==> src/rtl/branch_ctrl.sv <==
// Branch controller: flag register, condition decode, IDLE/EVAL/FLUSH sequencing.
// Latency: accept -> pc_load in the following (EVAL) cycle; taken adds FLUSH_CYCLES flush cycles.
// Backpressure: br_ready only in IDLE; br_valid ignored otherwise, nothing is queued.
module branch_ctrl #(
    parameter int ADDR_W       = 16,
    parameter int FLUSH_CYCLES = 2
) (
    input  logic              clk,
    input  logic              rst,
    input  logic              flag_we,
    input  logic              alu_zero,
    input  logic              alu_ovf,
    input  logic              alu_minus,
    input  logic              br_valid,
    input  logic [2:0]        br_cond,
    input  logic [ADDR_W-1:0] br_target,
    output logic              br_ready,
    output logic              pc_load,
    output logic [ADDR_W-1:0] pc_target,
    output logic              flush,
    output logic              stall,
    output logic              zf,
    output logic              vf,
    output logic              sf,
    output logic [7:0]        taken_cnt
);

    typedef enum logic [1:0] {
        IDLE  = 2'd0,
        EVAL  = 2'd1,
        FLUSH = 2'd2
    } state_t;

    // Counter is loaded with the number of flush cycles still to go after the first one.
    localparam logic [3:0] FLUSH_LAST = 4'(FLUSH_CYCLES - 1);

    state_t            state;
    state_t            state_nxt;
    logic [2:0]        cond_q;
    logic [ADDR_W-1:0] target_q;
    logic [3:0]        flush_cnt;
    logic              taken;

    // Flag register: written on any cycle with flag_we, in every state.
    always_ff @(posedge clk) begin
        if (rst) begin
            zf <= 1'b0;
            vf <= 1'b0;
            sf <= 1'b0;
        end else if (flag_we) begin
            zf <= alu_zero;
            vf <= alu_ovf;
            sf <= alu_minus;
        end
    end

    // Condition decode of the captured code against the registered flags.
    always_comb begin
        taken = 1'b0;
        case (cond_q)
            3'b000:  taken = zf;
            3'b001:  taken = sf ^ vf;
            3'b010:  taken = zf | (sf ^ vf);
            3'b011:  taken = ~zf;
            3'b111:  taken = 1'b1;
            default: taken = 1'b0;
        endcase
    end

    // State register.
    always_ff @(posedge clk) begin
        if (rst) begin
            state <= IDLE;
        end else begin
            state <= state_nxt;
        end
    end

    // Next-state and output decode.
    always_comb begin
        state_nxt = state;
        br_ready  = 1'b0;
        pc_load   = 1'b0;
        flush     = 1'b0;
        stall     = 1'b1;
        case (state)
            IDLE: begin
                br_ready = 1'b1;
                stall    = 1'b0;
                if (br_valid) begin
                    state_nxt = EVAL;
                end
            end
            EVAL: begin
                pc_load   = taken;
                state_nxt = taken ? FLUSH : IDLE;
            end
            FLUSH: begin
                flush = 1'b1;
                if (flush_cnt == 4'd0) begin
                    state_nxt = IDLE;
                end
            end
            default: begin
                state_nxt = IDLE;
            end
        endcase
    end

    // Request capture, flush down-counter and saturating taken counter.
    always_ff @(posedge clk) begin
        if (rst) begin
            cond_q    <= 3'd0;
            target_q  <= '0;
            flush_cnt <= 4'd0;
            taken_cnt <= 8'd0;
        end else begin
            if (state == IDLE && br_valid) begin
                cond_q   <= br_cond;
                target_q <= br_target;
            end
            if (state == EVAL && taken) begin
                flush_cnt <= FLUSH_LAST;
                if (taken_cnt != 8'hFF) begin
                    taken_cnt <= taken_cnt + 8'd1;
                end
            end else if (state == FLUSH && flush_cnt != 4'd0) begin
                flush_cnt <= flush_cnt - 4'd1;
            end
        end
    end

    assign pc_target = target_q;

endmodule

==> config.mk <==
export PLATFORM = sky130hd
export DESIGN_NAME = branch_ctrl
export DESIGN_NICKNAME = d
export VERILOG_FILES = /design/src/rtl/branch_ctrl.sv
export SDC_FILE = /design/constraint.sdc
export NUM_CORES = 1
export LEC_CHECK = 0
export BUFFER_PORTS_ARGS = -buffer_cell sky130_fd_sc_hd__buf_2
export CORE_MARGIN = 5
export CORE_UTILIZATION = 43
export CTS_CLUSTER_DIAMETER = 120
export DETAILED_ROUTE_END_ITERATION = 8
export GPL_ROUTABILITY_DRIVEN = 0
export PLACE_DENSITY = 0.81
export RECOVER_POWER = 100
export SLEW_MARGIN = 10
export SYNTH_ARGS = -nofsm -noshare
export SYNTH_HDL_FRONTEND = slang
export SYNTH_SLANG_ARGS = --single-unit
export TNS_END_PERCENT = 30
==> constraint.sdc <==
create_clock -name clk -period 1.85 [get_ports clk]
set_clock_uncertainty 0.2 [all_clocks]
set_input_delay 0.37 -clock clk [delete_from_list [all_inputs] [get_ports clk]]
set_output_delay 0.37 -clock clk [all_outputs]
set_load 0.005 [all_outputs]
Word-level counts from Yosys, hierarchy flattened
Cells that the tools add are included.
W data, S select, Z words.
- register bits: 36
- bits in latches: 0
- memory bits (writable): 0
- ROM bits: 0
- input port bits: 26
- output and inout port bits: 31
- logic and storage cells: 45
- memories kept: 0
- add/sub/neg operators: 2
- multipliers: 0
- divide/modulo/power cells: 0
- $lt $le $gt $ge: 0
- eq/ne operators: 9
- shift operators: 0
- muxes and demuxes: 11
- bitwise logic cells: 3
- reduce and logical (&&, ||, !) cells: 11
- operator list (cell ; count):
    $add A8 B1 Y8 const B ; 1
    $ne A8 B8 Y1 const B ; 1
    $eq A3 B2 Y1 const B ; 2
    $mux W1 ; 6
    $mux W2 ; 3
    $pmux W2 S3 ; 1
    $pmux W1 S5 ; 1
    $logic_not A4 Y1 ; 1
    $ne A2 B2 Y1 const B ; 2
    $reduce_and A2 Y1 ; 2
    $reduce_bool A4 Y1 ; 1
    $sub A4 B1 Y4 const B ; 1
    $eq A3 B1 Y1 const B ; 1
    $eq A3 B3 Y1 const B ; 1
    $logic_and A1 B1 Y1 ; 3
    $logic_not A3 Y1 ; 1
    $eq A2 B1 Y1 const B ; 1
    $eq A2 B2 Y1 const B ; 1
    $logic_not A2 Y1 ; 1
    $reduce_bool A2 Y1 ; 1
    $reduce_or A2 Y1 ; 1
    $not A1 Y1 ; 1
    $or A1 B1 Y1 ; 1
    $xor A1 B1 Y1 ; 1

Longest topological paths before layout
Gate-level depths: netlist (run 1).
- depth after elaboration: 5
- depth in mapped cells: 7

Worst setup path after synthesis (run 1)
Ideal clock, no wire load.
- path kind: reg2reg
- start point: register cond_q[0]
- end point: register taken_cnt[7]
- setup time: 121 ps
- arrival time: 1714 ps
- required time: 1529 ps
- setup slack: -185 ps
- stages on the path, launching flop included: 7
- clock period less this slack: 2035 ps
- path through: dfxtp_1 -> or3b_2 -> o2bb2ai_1 -> o21ai_1 -> buf_2 -> nor3_1 -> mux2_2
- cells in the longest elaborated chain, start to end: 4
- elaborated cells between the ends (all ways): 8
- ends and longest elaborated chain (element ; RTL line ; RTL):
    start, declared ; 39 ; logic [2:0] cond_q;
    start signal, assigned ; 119 ; cond_q <= br_cond;
    $eq A3 B3 Y1, or another cell as far along ; 60 ; case (cond_q)
    $pmux W1 S5 * ; 60 ;
    $logic_and A1 B1 Y1 * ; 122 ; if (state == EVAL && taken) begin
    $reduce_and A2 Y1 (no source line) * ; -- ;
    end signal, assigned ; 125 ; taken_cnt <= taken_cnt + 8'd1;
    end, declared ; 25 ; output logic [7:0] taken_cnt
Mark *: on every way between the ends. The rest lies on a longest branch, timed or not.
A chain may end at the register's enable or synchronous reset.

Worst setup path after layout (run 1)
- start point: register cond_q[1]
- end point: output port pc_load
- cells in the longest elaborated chain, start to end: 3
- elaborated cells between the ends (all ways): 7
- ends and longest elaborated chain (element ; RTL line ; RTL):
    $eq A3 B3 Y1, or another cell as far along ; 60 ;
    $pmux W1 S5 * ; 60 ;
    $mux W1 * ; 86 ; case (state)
    end, declared ; 18 ; output logic pc_load,
Marked as above.

==> results of run 1 <==
-- layout by cell type, fill, tap and decap left out, types with 5 or more instances in the layout --
cell type	n
nand2_1	42
clkbuf_4	5
nor2_1	10
buf_4	21
a21oi_1	25
buf_2	42
clkbuf_1	16
inv_1	5
dfxtp_1	27
dfxtp_2	9
-- cell type report --
cell class	count	area, um^2
multi-input combinational	130	802.0
fill	320	1239
timing repair buffer	78	425.4
clock buffer	8	58.81
sequential	36	732.0
tap	46	57.56
inverter	6	22.52
-- cells by family after synthesis --
kind of cell    synth area share
fa+ha+maj                0.01682
flops                     0.4844
buf+inv                  0.04121
xor+xnor                 0.01767
mux                      0.04205
simple gates              0.2565
compound gates            0.1413
-- metal layers --
layer	global-route usage	share of wire	wire length, um
met1	0.1843	0.42	1526
met2	0.2956	0.50	1835
met3	0.04700	0.061	224
met4	0.1192	0.024	89
met5	0	0	0
-- sequential cells by signal, summed over array words and instances (netlist names) --
| signal | count |
|---|---|
| state | 2 |
| taken_cnt | 8 |
| cond_q | 3 |
| flush_cnt | 4 |
| vf | 1 |
| pc_target | 16 |
| zf | 1 |
| sf | 1 |
-- worst register-to-register path, stage by stage, from the launching register on --
cell and delay, ns:
dfxtp_2 0.36, or3b_4 0.39, o2bb2ai_4 0.12, o21ai_2 0.09, buf_4 0.17, or4_1 0.50
a21oi_1 0.13
-- power by group through the flow --
stage	Clock (mW)	Combinational [mW]	Sequential, mW
3_5_place_dp	0	0.186	0.847
2_1_floorplan	0	0.0940	0.849
3_3_place_gp	0	0.181	0.845
6_report	0.429	0.194	0.833
5_1_grt	0.484	0.219	0.838
4_1_cts	0.445	0.192	0.830
-- worst max-delay path by stage --
stage | startpoint | endpoint | slack [ns] | cells past startpoint
floorplan | taken_cnt[0] | taken_cnt[5] | -0.01 | 6
global route | cond_q[1] | pc_load | -0.28 | 5
finish | cond_q[1] | pc_load | -0.19 | 5
detailed placement | cond_q[0] | taken_cnt[5] | -0.17 | 6
CTS | cond_q[2] | pc_load | -0.22 | 5
global placement | cond_q[0] | taken_cnt[3] | -0.1 | 6
-- timing repair --
item	4_1_cts	5_1_grt
setup endpoints to repair	7	11
pin swaps	4	4
resized for setup	4	14
buffers inserted	2	1
-- through the flow --
stage          setup TNS, ns  total power [mW]
2_1_floorplan       -0.01645            0.9426
3_3_place_gp         -0.4089             1.026
3_5_place_dp         -0.7526             1.033
4_1_cts              -0.9215             1.467
5_1_grt               -1.622             1.541
6_report             -0.9043             1.456
==> results.md, run 1 <==
* Path category of the worst min-delay check: in2reg
* Via density at 4.938
* CP Buf/Inv Count at 2
* H-tree levels at 2
* CP top delay family: simple AND/OR/NAND/NOR gates
* Fin crit period at 2.045 ns
* Fin nets at 285
* Top cell type's share of synthesized area at 0.4844
* CTS Sinks at 36
* PwrDens at 694.0 nW/um^2
* Worst VDD drop at 0.0004047 V
* Core ar. at 3337 um^2
* Startpoint types: flop
* Die area at 4736 um^2
* Measured slew at the worst slew-check pin at 1.065 ns
* CTS Root Cell: clkbuf_4
* Final Instance Count excl. Fillers at 304
* Setup slack after placement at -0.1672 ns
* Share of post-route cells with drive strength above 1 at 0.3798
* CP max stage cell: or3b_4
* Worst path required time at 1.28 ns
* Net switching power at 0.3628 mW
* Clk pwr share at 0.295
* Crit-path cells: or3b_4, o2bb2ai_4, o21ai_2, inv_2, buf_2
* Leakage at 0.9135 nW
* Hold_sp: br_target[6]
* Crit Path Category: reg2out
* Post-synthesis sequential area ratio at 0.4844
* Antenna Nets Post-Route at 0
* Maxcap violations at 0
* Sw frac at 0.2492
* R2R depth at 6
* Synth warn at 0
* RSZ-0062 raised after global routing: yes
* Internal power at 1.093 mW
* Vias in the first global route at 1465
* Failing checks: negative setup slack
* Syn avg cell area at 8.174 um^2
* CTS tree: built
* Fmax at 489.0 MHz
* Yosys reg bits at 36
* Initial core utilization at 0.4458
* Largest net degree at the start of global routing at 24
* Largest area contributor in the netlist: dfxtp_1
* Clock Latency Late Sink at 0.34 ns
* Top cells by area, synth: dfxtp_1, nand2_1, a21oi_1
* Slew Limit Fails at 0
* DR DRC count at 0
* Reg2reg start: cond_q[1]
* Initial antenna violation count at 0
* GRT Util Overall at 0.1732
* Fin crit share at 1.105
* Final WL at 3674 um
* Most numerous cell in the Yosys netlist: nand2_1
* Worst EP arrival at 1.47 ns
* Height of the die at 68.82 um
* CTS buffer count at 5
* Syn_nets at 210
* WHS Path Cells at 3
* CTS Buffer Depth at 2
* FFs w/ async S/R, synth at 0
* Power share of the combinational group at 0.133
* Routed vias at 1501
* Setup slack after layout at -0.1950 ns
* Final Core Density at 0.6288
* Worst slew margin at 0.2899
* Io pins at 57
* Ant diodes at 0
* Post-synth top cells: nand2_1, dfxtp_1, a21oi_1
* Die width at 68.82 um
* Worst Setup End Kind: primary output
* CP max stage delay at 0.39 ns
* Hold Fails Final Rpt at 0
* Hold Path Sink: pc_target[6]
* DRT Pass-1 Iters at 4
* Row cnt at 21
* First-pass GRT wire length at 6037 um
* Top FF cell, synth: dfxtp_1
* Wire length per cell at 12.09 um
* Final Setup Violations at 7
* Clock slew at reported path FFs at 0.10 ns
* Placed cells at 293
* Detailed placement HPWL at 2756 um
* R2R setup slack at -0.16 ns
* Worst r2r dst: taken_cnt[3]
* Count of cell types in the netlist at 29
* Syn Inst Count at 182
* Number of hold buffers added after CTS at 0
* IO buf count at 56
* Final hold slack at 0.06192 ns
* Drt initial violations at 52
* Final Cell Area at 2098 um^2
* Sequential Power Share at 0.572
* Max FO, Critical Path at 4
* Mapped cell area at 1488 um^2
* DP Area at 1966 um^2
* Area Growth Syn to Fin at 41.04%
* Total grt overflow at 0
* Status: finished, violations left
* Post-synth EDFFs at 0
Note: power is estimated with default switching activity, not from simulation.
==> run 2: changes to the inputs <==
Settings changed: ABC_AREA set to 1, CORE_ASPECT_RATIO set to 1.25, CORE_MARGIN 5 to unset, CORE_UTILIZATION 43 to 44, PLACE_DENSITY 0.81 to 0.82.
==> run 2 against run 1 <==
Net effect:
- the run now ends clean
- critical endpoint unchanged
- combinational power up 20%
- clock power up 59%
- highest routed layer unchanged
- die area down 19%
- sequential power up 2%
==> results.md, run 2 <==
* Final Instance Count excl. Fillers at 319 (+4.9%)
* RSZ-0062 raised after global routing: yes
* Post-synth EDFFs at 0 (unchanged)
* Final Cell Area at 2032 um^2 (-3.2%)
* WHS Path Cells at 3 (unchanged)
* Die width at 55.58 um (-19%)
* Setup slack after placement at 0.2656 ns (+0.4328 ns)
* Worst slew margin at 0.5579 (+0.2680)
* Clock slew at reported path FFs at 0.07 ns (-0.03 ns)
* CTS tree: built
* Worst EP arrival at 1.27 ns (-0.20 ns)
* Core ar. at 3309 um^2 (-0.83%)
* Count of cell types in the netlist at 24 (-17%)
* Final Core Density at 0.6140 (-0.01481)
* Startpoint types: flop
* Worst VDD drop at 0.0005804 V (+43%)
* Fin nets at 309 (+8.4%)
* CTS buffer count at 5 (unchanged)
* Hold Fails Final Rpt at 0 (unchanged)
* Most numerous cell in the Yosys netlist: nor2_1
* Worst path required time at 1.28 ns (about the same)
* Hold_sp: br_target[0]
* Status: completed
* Leakage at 0.9501 nW (+4.0%)
* Setup_tns at 0 ns (+0.9043 ns)
* Number of flip-flops in the largest register at 16 (unchanged)
* Area Growth Syn to Fin at 28.68%
* PwrDens at 868.7 nW/um^2 (+25%)
* Final WL at 3464 um (-5.7%)
* CTS Buffer Depth at 2 (unchanged)
* Met2 wire length at 1827 um (-0.44%)
* Syn Inst Count at 218 (+20%)
* Fmax at 544.7 MHz (+11%)
* DP Area at 1897 um^2 (-3.5%)
* Crit Path Category: reg2out
* Row cnt at 23 (+9.5%)
* Hold Path Sink: pc_target[0]
* Number of hold buffers added after CTS at 0 (unchanged)
* Worst r2r dst: flush_cnt[1]
* Fin crit share at 0.9924 (-0.1130)
* Vias in the first global route at 1527 (+4.2%)
* Post-synthesis sequential area ratio at 0.4564 (-0.02802)
* Fin crit period at 1.836 ns (-0.2090 ns)
* Post-synth top cells: nor2_1, nand2_1, dfxtp_1
* Largest net degree at the start of global routing at 27 (+13%)
* CTS Sinks at 36 (unchanged)
* H-tree levels at 2 (unchanged)
* Fillcell total at 332 (+3.8%)
* Maxcap violations at 0 (unchanged)
* Largest area contributor in the netlist: dfxtp_1
* R2R setup slack at 0.10 ns (+0.26 ns)
* Total grt overflow at 0 (unchanged)
* Max FO, Critical Path at 4 (unchanged)
* Top cell type's share of synthesized area at 0.4564 (-0.02802)
* Sum of routed wire segments on met1 at 1397 um (-8.5%)
* Sequential cell area at 725.7 um^2 (-0.85%)
* Top cells by area, synth: dfxtp_1, nor2_1, nand2_1
* Wire length per cell at 10.86 um (-10%)
* Synth warn at 0 (unchanged)
* Syn avg cell area at 7.243 um^2 (-11%)
* Most common cell after layout, fill and taps aside: nor2_1
* DR DRC count at 0 (unchanged)
* Clock Latency Late Sink at 0.29 ns (-0.05 ns)
* Slew Limit Fails at 0 (unchanged)
* Path category of the worst min-delay check: in2reg
* Worst Setup End Kind: primary output
* Die area at 3834 um^2 (-19%)
* Final Setup Violations at 0 (-7)
* Measured slew at the worst slew-check pin at 0.6624 ns (-0.4027 ns)
* Via density at 4.937 (about the same)
* FFs w/ async S/R, synth at 0 (unchanged)
* Routed vias at 1575 (+4.9%)
* Power Total at 1.765 mW (+21%)
* R2R depth at 6 (unchanged)
* Met3 WL at 180 um (-20%)
* First-pass GRT wire length at 5954 um (-1.4%)
* Initial core utilization at 0.4771 (+0.03131)
* GRT Util Overall at 0.1979 (+0.02473)
* Most frequent cells in the layout: nor2_1, buf_2, nand2_1
* DRT Pass-1 Iters at 4 (unchanged)
* Max layer used: met4
* Final hold slack at 0.1120 ns (+0.05005 ns)
* Mapped cell area at 1579 um^2 (+6.1%)
* Detailed placement HPWL at 2582 um (-6.3%)
* Yosys reg bits at 36 (unchanged)
* Io pins at 57 (unchanged)
* Height of the die at 68.98 um (+0.23%)
* Setup slack after layout at 0.01407 ns (+0.2090 ns)
* Drt initial violations at 45 (-13%)
* Placed cells at 308 (+5.1%)
* Area of the multi-input gates at 758.2 um^2 (-5.5%)
* CTS Root Cell: clkbuf_8
* Antenna Nets Post-Route at 0 (unchanged)
* Top FF cell, synth: dfxtp_1
* Share of post-route cells with drive strength above 1 at 0.2801 (-0.09970)
* Reg2reg start: flush_cnt[0]
* Initial antenna violation count at 0 (unchanged)
* Ant diodes at 0 (unchanged)
* IO buf count at 56 (unchanged)
* Syn_nets at 246 (+17%)
[run 2: cell types whose count changed after synthesis, moves of 8 or more]
cell     previous run  this run
o21ai_1             1        22
inv_1               6        14
inv_2               0         8
nor2_1             11        51
a21oi_1            27        12
[run 2: logic make-up after synthesis]
| group | count (synthesis) | synth area share |
|---|---|---|
| fa+ha+maj | 2 | 0.01585 |
| xor+xnor | 2 | 0.01110 |
| simple gates | 112 | 0.3209 |
| flops | 36 | 0.4564 |
| buf+inv | 28 | 0.07211 |
| compound gates | 38 | 0.1236 |
[run 2: worst max path at each step]
stage	start	to	slack [ns]	cells after the start
floorplan	cond_q[0]	pc_load	0.43	7
CTS	cond_q[1]	pc_load	0.02	8
detailed placement	cond_q[0]	pc_load	0.27	7
global route	cond_q[0]	pc_load	-0.07	8
global placement	cond_q[0]	pc_load	0.29	8
finish	cond_q[0]	pc_load	0.01	8
[run 2: cell type report]
| cell class | count | area share |
|---|---|---|
| multi-input combinational | 154 | 0.3732 |
| sequential | 36 | 0.3571 |
| timing repair buffer | 62 | 0.1515 |
| inverter | 22 | 0.04064 |
| clock buffer | 5 | 0.03387 |
| tap | 37 | 0.02278 |
| clock inverter | 3 | 0.02094 |
[run 2: per-layer routing]
layer | GRT usage | vias up
met1 | 0.1963 | 693
met5 | 0 | -
met4 | 0.09375 | 0
met2 | 0.3855 | 52
li1 | - | 824
met3 | 0.05597 | 6
[run 2: worst max-delay path, cell delays in order, from the launching register on]
cell     delay (ns)
dfxtp_4        0.36
nand2_2        0.08
inv_2          0.05
nor2_4         0.10
nand3_2        0.10
nand2_4        0.09
nand2_4        0.06
inv_2          0.06
buf_2          0.10
[run 2: repair_timing]
| action | 4_1_cts | 5_1_grt |
|---|---|---|
| gates resized for setup | 2 | 9 |
| endpoints found under the setup margin | 1 | 1 |
| buffers inserted | 1 | 2 |
| pin swaps | 1 | 4 |
[run 2: power by group]
group | leakage (nW) | internal, mW | switching [mW]
logic | 0.599 | 0.102 | 0.131
clock network | 0.0541 | 0.399 | 0.285
registers | 0.297 | 0.821 | 0.0269
==> run 3: changes to the inputs <==
Settings changed: CORE_UTILIZATION 44 to 48, PLACE_DENSITY 0.82 to 0.85, TNS_END_PERCENT 30 to unset.
Clock period 1.85 ns to 2.1 ns, I/O delays scaled along.
==> run 3 against run 2 <==
Net effect:
- total power is 27% lower
- register-to-register slack improved by 0.16 ns
- global-route usage up 1.6 points
- cell area shrank 6.0%
==> results.md, run 3 (synthesized netlist as in run 2, its figures left out) <==
* H-tree levels at 2 (unchanged)
* Number of hold buffers added after CTS at 0 (unchanged)
* Power Total at 1.292 mW (-27%)
* CTS Buffer Depth at 2 (unchanged)
* Antenna Nets Post-Route at 0 (unchanged)
* CTS Root Cell: clkbuf_4
* Worst r2r dst: pc_target[11]
* Worst path required time at 1.48 ns (+0.20 ns)
* Worst slew margin at 0.5445 (-0.01344)
* Worst VDD drop at 0.0004901 V (-16%)
* Leakage at 0.8880 nW (-6.5%)
* CTS Sinks at 36 (unchanged)
* GRT Util Overall at 0.2143 (+0.01643)
* Slew Limit Fails at 0 (unchanged)
* Vias in the first global route at 1371 (-10%)
* R2R setup slack at 0.26 ns (+0.16 ns)
* Final Core Density at 0.6306 (+0.01659)
* Share of post-route cells with drive strength above 1 at 0.2158 (-0.06431)
* First-pass GRT wire length at 5464 um (-8.2%)
* Via density at 4.978 (+0.82%)
* Drt initial violations at 32 (-29%)
* DRT Pass-1 Iters at 4 (unchanged)
* Row cnt at 22 (-4.3%)
* Die area at 3524 um^2 (-8.1%)
* Final WL at 3269 um (-5.6%)
* Worst Setup End Kind: primary output
* CTS buffer count at 5 (unchanged)
* RSZ-0062 raised after global routing: no
* Total grt overflow at 0 (unchanged)
* Initial antenna violation count at 0 (unchanged)
* Io pins at 57 (unchanged)
* Wire length per cell at 10.41 um (-4.1%)
* Path category of the worst min-delay check: in2reg
* Core ar. at 3028 um^2 (-8.5%)
* Reg2reg start: state[1]
* Placed cells at 305 (-0.97%)
* Fin crit period at 1.950 ns
* Fin nets at 305 (-1.3%)
* Final Setup Violations at 0 (unchanged)
* Clock Latency Late Sink at 0.35 ns (+0.06 ns)
* Ant diodes at 0 (unchanged)
* Detailed placement HPWL at 2515 um (-2.6%)
* Setup crit end: pc_load
* Initial core utilization at 0.5215 (+0.04436)
* Hold Fails Final Rpt at 0 (unchanged)
* Most common cell after layout, fill and taps aside: nor2_1
* Most frequent cells in the layout: nor2_1, buf_2, nand2_1
* Setup_tns at 0 ns (unchanged)
* Number of flip-flops in the largest register at 16 (unchanged)
* Clock slew at reported path FFs at 0.11 ns (+0.04 ns)
* IO buf count at 56 (unchanged)
* Final Instance Count excl. Fillers at 314 (-1.6%)
* Worst Setup SP: cond_q[0]
* CTS tree: built
* Worst EP arrival at 1.33 ns (+0.06 ns)
* DR DRC count at 0 (unchanged)
* Startpoint types: flop
* Fin crit share at 0.9284
* Area Growth Syn to Fin at 20.92%
* PwrDens at 676.8 nW/um^2 (-22%)
* Status: completed
* R2R depth at 5 (-1)
* Max FO, Critical Path at 4 (unchanged)
* Routed vias at 1563 (-0.76%)
* Crit Path Category: reg2out
* Largest net degree at the start of global routing at 27 (unchanged)
* Maxcap violations at 0 (unchanged)
* Fmax at 512.9 MHz
* Height of the die at 66.13 um (-4.1%)
* Die width at 53.30 um (-4.1%)
* Measured slew at the worst slew-check pin at 0.6826 ns (+0.02013 ns)
## run 3: cell type report
class                      count  area [um^2]
fill                         292         1119
multi-input combinational    154        730.7
clock inverter                 1        8.758
clock buffer                   7        45.04
sequential                    36        720.7
inverter                      22        82.58
timing repair buffer          58        276.5
tap                           36        45.04
## run 3: metal layers
layer  track usage  part of all wire  vias up
li1              -                 -      818
met1        0.2173              0.43      691
met2        0.3844              0.49       46
met3       0.08046             0.066        8
met4       0.07895             0.016        0
met5             0                 0        -
## run 3: worst min-delay path by stage
stage | start | to | slack (ns) | cells after the start
floorplan | flush_cnt[1] | flush_cnt[1] | 0.24 | 2
global placement | flush_cnt[1] | flush_cnt[1] | 0.25 | 2
detailed placement | flush_cnt[1] | flush_cnt[1] | 0.26 | 2
CTS | br_target[5] | pc_target[5] | 0.09 | 3
global route | br_target[4] | pc_target[4] | 0.10 | 3
finish | br_target[5] | pc_target[5] | 0.10 | 3
## run 3: repair_timing
item | CTS | global route
gates resized for setup | 0 | 1
endpoints found under the setup margin | 0 | 1
buffers inserted | 0 | 1
## run 3: worst max-delay path, cell delays in order (launching register included)
cell and delay (ns):
dfxtp_1 0.34, nand2_1 0.08, inv_1 0.04, nor2_1 0.07, nand3_1 0.11, nand2_4 0.10, nand2_2 0.08, inv_2 0.06
buf_2 0.10
## run 3: stage by stage
| stage | cell area [um^2] | hold WS (ns) | setup WS (ns) |
|---|---|---|---|
| final | 1909 | 0.1007 | 0.1503 |
| after global routing | 1909 | 0.1028 | 0.02307 |
| after CTS | 1934 | 0.09249 | 0.06512 |
| after detailed placement | 1881 | 0.2623 | 0.4633 |
| after global placement | 1881 | 0.2527 | 0.4847 |
| after floorplan | 1579 | 0.2428 | 0.6275 |
## run 3: power by group
| group | switching [mW] | leakage (nW) | internal (mW) | total [mW] |
|---|---|---|---|---|
| sequential | 0.0229 | 0.296 | 0.723 | 0.746 |
| clock | 0.227 | 0.0295 | 0.134 | 0.361 |
| combinational | 0.107 | 0.563 | 0.0783 | 0.185 |
